==> src/rtl/count_timer_if.sv <==
// Control and event port bundle for count_timer: load/clear/enable inputs,
// counter status outputs and the valid/ready expiry-event handshake.
interface count_timer_if #(
   parameter int WIDTH = 16
);
   logic             clr;
   logic             load;
   logic [WIDTH-1:0] load_val;
   logic             en;
   logic [WIDTH-1:0] count;
   logic             running;
   logic             tc;
   logic             evt_valid;
   logic             evt_ready;
   logic             evt_overflow;

   modport master (
      output clr, load, load_val, en, evt_ready,
      input  count, running, tc, evt_valid, evt_overflow
   );

   modport slave (
      input  clr, load, load_val, en, evt_ready,
      output count, running, tc, evt_valid, evt_overflow
   );
endinterface

==> src/rtl/count_timer.sv <==
// Loadable down-counter timer with an expiry-event queue (valid/ready).
// Define COUNT_TIMER_AUTORELOAD_EN for periodic reload on expiry instead of halting in EXPIRED.
module count_timer #(
   parameter int WIDTH     = 16,
   parameter int EVT_DEPTH = 4
) (
   input  logic         clk,
   input  logic         rst,
   count_timer_if.slave bus
);
   localparam int             PW     = $clog2(EVT_DEPTH + 1);
   localparam logic [WIDTH-1:0] ONE_C  = WIDTH'(1);
   localparam logic [PW-1:0]    FULL_C = PW'(EVT_DEPTH);

   typedef enum logic [1:0] {
      ST_IDLE    = 2'd0,
      ST_RUN     = 2'd1,
      ST_EXPIRED = 2'd2
   } state_e;

   state_e           state_q,   state_d;
   logic [WIDTH-1:0] count_q,   count_d;
   logic [WIDTH-1:0] reload_q,  reload_d;
   logic [PW-1:0]    pending_q, pending_d;
   logic             tc_q,      tc_d;
   logic             ovf_q,     ovf_d;
   logic             valid_q,   valid_d;
   logic             running_q, running_d;
   logic             expire_s;
   logic             pop_s;

   always_ff @(posedge clk or posedge rst) begin
      if (rst) begin
         state_q   <= ST_IDLE;
         count_q   <= {WIDTH{1'b0}};
         reload_q  <= {WIDTH{1'b0}};
         pending_q <= {PW{1'b0}};
         tc_q      <= 1'b0;
         ovf_q     <= 1'b0;
         valid_q   <= 1'b0;
         running_q <= 1'b0;
      end else begin
         state_q   <= state_d;
         count_q   <= count_d;
         reload_q  <= reload_d;
         pending_q <= pending_d;
         tc_q      <= tc_d;
         ovf_q     <= ovf_d;
         valid_q   <= valid_d;
         running_q <= running_d;
      end
   end

   always_comb begin
      state_d   = state_q;
      count_d   = count_q;
      reload_d  = reload_q;
      pending_d = pending_q;
      tc_d      = 1'b0;
      ovf_d     = ovf_q;
      expire_s  = 1'b0;
      pop_s     = valid_q && bus.evt_ready;

      // Counter control: clr beats load, load beats a coincident expiry.
      if (bus.clr) begin
         state_d  = ST_IDLE;
         count_d  = {WIDTH{1'b0}};
         reload_d = {WIDTH{1'b0}};
      end else if (bus.load) begin
         count_d  = bus.load_val;
         reload_d = bus.load_val;
         state_d  = (bus.load_val != {WIDTH{1'b0}}) ? ST_RUN : ST_IDLE;
      end else if ((state_q == ST_RUN) && bus.en) begin
         if (count_q == ONE_C) begin
            expire_s = 1'b1;
            tc_d     = 1'b1;
`ifdef COUNT_TIMER_AUTORELOAD_EN
            count_d  = reload_q;
            state_d  = ST_RUN;
`else
            count_d  = {WIDTH{1'b0}};
            state_d  = ST_EXPIRED;
`endif
         end else begin
            count_d = count_q - ONE_C;
         end
      end else begin
         state_d = state_q;
         count_d = count_q;
      end

      // A full queue still accepts an expiry when a pop frees a slot in the same cycle.
      if (bus.clr) begin
         pending_d = {PW{1'b0}};
         ovf_d     = 1'b0;
      end else begin
         case ({expire_s, pop_s})
            2'b10: begin
               if (pending_q == FULL_C) begin
                  ovf_d = 1'b1;
               end else begin
                  pending_d = pending_q + PW'(1);
               end
            end
            2'b01:   pending_d = pending_q - PW'(1);
            default: pending_d = pending_q;
         endcase
      end

      valid_d   = (pending_d != {PW{1'b0}});
      running_d = (state_d == ST_RUN);
   end

   assign bus.count        = count_q;
   assign bus.running      = running_q;
   assign bus.tc           = tc_q;
   assign bus.evt_valid    = valid_q;
   assign bus.evt_overflow = ovf_q;
endmodule

==> src/flat_wrapper.sv <==
// flat-port wrapper written by rule: the top's interface ports become plain ports
module count_timer_flat 
#(
   parameter int WIDTH     = 16,
   parameter int EVT_DEPTH = 4
)
  (clk, rst, bus_clr, bus_load, bus_load_val, bus_en, bus_evt_ready, bus_count, bus_running, bus_tc, bus_evt_valid, bus_evt_overflow);
  count_timer_if #(.WIDTH(WIDTH)) bus_i ();
  input  logic clk;
  input  logic rst;
  input wire logic [$bits(bus_i.clr)-1:0] bus_clr;
  input wire logic [$bits(bus_i.load)-1:0] bus_load;
  input wire logic [$bits(bus_i.load_val)-1:0] bus_load_val;
  input wire logic [$bits(bus_i.en)-1:0] bus_en;
  input wire logic [$bits(bus_i.evt_ready)-1:0] bus_evt_ready;
  output wire logic [$bits(bus_i.count)-1:0] bus_count;
  output wire logic [$bits(bus_i.running)-1:0] bus_running;
  output wire logic [$bits(bus_i.tc)-1:0] bus_tc;
  output wire logic [$bits(bus_i.evt_valid)-1:0] bus_evt_valid;
  output wire logic [$bits(bus_i.evt_overflow)-1:0] bus_evt_overflow;
  assign bus_i.clr = bus_clr;
  assign bus_i.load = bus_load;
  assign bus_i.load_val = bus_load_val;
  assign bus_i.en = bus_en;
  assign bus_i.evt_ready = bus_evt_ready;
  assign bus_count = bus_i.count;
  assign bus_running = bus_i.running;
  assign bus_tc = bus_i.tc;
  assign bus_evt_valid = bus_i.evt_valid;
  assign bus_evt_overflow = bus_i.evt_overflow;
  count_timer #(.WIDTH(WIDTH), .EVT_DEPTH(EVT_DEPTH)) u_core (.clk(clk), .rst(rst), .bus(bus_i));
endmodule
==> config.mk <==
export PLATFORM = sky130hd
export DESIGN_NAME = count_timer_flat
export DESIGN_NICKNAME = d
export VERILOG_FILES = /design/src/rtl/count_timer_if.sv /design/src/rtl/count_timer.sv /design/src/flat_wrapper.sv
export SDC_FILE = /design/constraint.sdc
export NUM_CORES = 1
export LEC_CHECK = 0
export ABC_AREA = 1
export CAP_MARGIN = 20
export CORE_UTILIZATION = 50
export CTS_CLUSTER_SIZE = 12
export DETAILED_ROUTE_END_ITERATION = 7
export PLACE_DENSITY = 0.8
export SLEW_MARGIN = 30
export SYNTH_ARGS = -nofsm -noshare
export SYNTH_HDL_FRONTEND = slang
export SYNTH_SLANG_ARGS = --single-unit
==> constraint.sdc <==
create_clock -name clk -period 3.5 [get_ports clk]
set_clock_uncertainty 0.2 [all_clocks]
set_input_delay 0.7 -clock clk [delete_from_list [all_inputs] [get_ports clk]]
set_output_delay 0.7 -clock clk [all_outputs]
set_load 0.02 [all_outputs]
==> metrics.yaml <==
status:
  status: "complete, no violations"
logic_synthesis:
  yosysWarnings: 0
  yosys.area.top_type: "dfrtp_1"
  synthesis.area_um2: 1824
  synth_edf_count: 0
  ys.flop_type: "dfrtp_1"
  synth_commonest_cells: "101 x nand2_1, 33 x inv_1, 25 x dfrtp_1"
  post-synth-top-count-cell: "nand2_1"
  netlist.area_leader.share: 0.3429
  async_flop_share: 1.000
  syn_avg_cell_area_um2: 6.707
  ys_types: 28
  ys_ff_latch: 25
  synth.area.top_cells: "dfrtp_1 34%, nand2_1 21%, inv_1 6.8%"
  syn_inst: 272
  yosysSeqAreaShare: 0.3429
  syn_nets: 301
global_route:
  grt_remaining_overflow: 0
  grt_pass1_vias: 1656
  grt_first_pass_wirelength_um: 7652
  grt_max_degree: 26
  grt_usage: 0.2464
  antenna_found_initial: 0
routing:
  first_iter_violations: 80
  drc: 0
  vias_per_cell: 5.003
  drt-pass1-iter-count: 5
  dr_total_vias: 1801
  drt_wl_total_um: 4390
  drtAntennaViolNets: 0
  routedWlPerCell_um: 12.19
final_layout:
  fin_util: 0.6733
  final_cells: 360
  stdcell_area_um2: 2300
  drive_above_1_share: 0.09554
  layout.nets: 344
  fill_cells: 318
  n_antenna_cell: 0
  syn_to_final_growth_pct: 26.06
timing:
  worst_slew_pin_slew_ps: 705.8
  setup_viol: 0
  setup-tns-final_ps: 0
  slew_violations: 0
  hold_viol_final: 0
  timing.final.crit_period_ps: 2464
  period_share: 0.7039
  holdWs_ps: 335.9
  setup_slack_ps: 1036
  max-slew-margin-rel: 0.5289
  fmax_mhz: 405.9
  rsz0062_at_grt: "false"
floorplanning:
  die_h_um: 62.40
  rows: 21
  core_um2: 3416
  die_w_um: 62.40
  initial_core_util: 0.5341
  die_area_um2: 3894
  io_pins: 42
critical_path:
  cp-end-kind: "flop"
  crit_arrival_ps: 2490
  start_kind: "input pin"
  path_cells: "clkdlybuf4s50_1 -> nand3_1 -> inv_1 -> nand3_2 -> nor2_1 -> inv_1 -> ha_1 -> inv_1 -> o21ai_0 -> o21ai_0 -> nand3_1"
  max_stage_delay_ps: 470
  crit_top_cell: "inv_1"
  cp_slowest_cell: "clkdlybuf4s50_1"
  crit_fanout: 3
  critical_path_required_ps: 3520
  crit_type: "in -> reg"
cts:
  cts_buffers: 3
  h-tree-depth: 1
  post-cts-setup-buffers: 0
  clock_sinks: 25
  cts_resized: 0
  clk-insertion-delay-late_ps: 330
  clock_path_buffers: 2
  cts_root_buffer: "clkbuf_4"
  hold_buffers: 0
  path_clk_slew_ps: 150
  cts_tree: "yes"
pwr:
  ir_drop_mv: 0.1710
  leakagePower_nw: 1.165
  power_density_nw_per_um2: 352.2
  p_total_mw: 0.8099
place:
  pre_cts_slack_ps: 713.4
  place_area_um2: 2272
  dp_cells: 356
  io_buffer_count: 41
  gp_congestion: 0.8727
  dp.final_hpwl_um: 3298
run:
  max_cap_violations: 0
worst_hold_path:
  hold_class: "reg -> reg"
[layer usage]
metal | vias to the layer above | part of all wire | GRT usage
met4 | 0 | 0.0073 | 0.08140
met2 | 52 | 0.47 | 0.4035
met1 | 816 | 0.47 | 0.3380
met3 | 4 | 0.052 | 0.02737
li1 | 929 | - | -
met5 | - | 0 | 0
[flip-flops by register name, summed over array words and instances (netlist names)]
register and cells:
u_core.bus.running 1, u_core.bus.evt_valid 1, u_core.bus.evt_overflow 1, u_core.bus.count 16
u_core.pending_q 3, u_core.state_q 2, u_core.bus.tc 1
[final cells by class]
class | instances | area, µm² | area share
clock inverter | 1 | 5.005 | 0.002176
timing repair buffer | 42 | 417.9 | 0.1817
sequential | 25 | 625.6 | 0.2720
multi-input combinational | 207 | 1036 | 0.4505
clock buffer | 3 | 22.52 | 0.009793
tap | 46 | 57.56 | 0.02503
inverter | 36 | 135.1 | 0.05876
[path summary, 6_finish.rpt]
kind | endpoint | from | slack [ps] | cells after the start
min in group asynchronous | u_core.bus.count[3]$_DFFE_PP0P_ | rst | 510 | 2
min reg2reg | u_core.bus.evt_overflow$_DFFE_PP0P_ | u_core.bus.evt_overflow$_DFFE_PP0P_ | 340 | 2
max | u_core.bus.evt_valid$_DFF_PP0_ | bus_en | 1040 | 11
min | u_core.bus.evt_overflow$_DFFE_PP0P_ | u_core.bus.evt_overflow$_DFFE_PP0P_ | 340 | 2
max in group asynchronous | u_core.bus.count[12]$_DFFE_PP0P_ | rst | 2220 | 2
max reg2reg | u_core.bus.evt_valid$_DFF_PP0_ | u_core.bus.count[1]$_DFFE_PP0P_ | 1050 | 12
[cell usage in the layout (no fill, tap or decap), types with 2 or more instances in the layout]
cell             count
nand2_1            101
clkdlybuf4s50_1     41
inv_1               32
dfrtp_1             25
nor2_1              23
nand3_1             16
o21ai_1             12
nor2_2               9
ha_1                 7
o21ai_0              6
nor2_4               5
nand4_1              5
inv_2                4
nand2_2              4
xnor2_1              4
xor2_1               3
a21oi_1              3
clkbuf_4             3
nor3_1               2
[power by group]
part	switching [mW]	internal [mW]
sequential	0.0359	0.310
clock	0.0903	0.0428
combinational	0.194	0.137
[worst max-delay path: cells and delay by family]
kind | cells | cell delay (ps)
AO/OA/AOI/OAI | 2 | 360
adder cells (fa/ha/maj) | 1 | 210
buffers and inverters | 4 | 720
AND/OR/NAND/NOR | 4 | 490
[logic make-up (layout without fill, tap and decap cells)]
logic type / Yosys count / after routing / synth area share
adder cells (fa/ha/maj): 7 / 7 / 0.04801
flip-flops: 25 / 25 / 0.3429
XOR/XNOR: 7 / 7 / 0.03361
buffers and inverters: 40 / 82 / 0.08916
AND/OR/NAND/NOR: 168 / 168 / 0.4101
AO/OA/AOI/OAI: 25 / 25 / 0.07614
(Power assumes the default switching activity.)
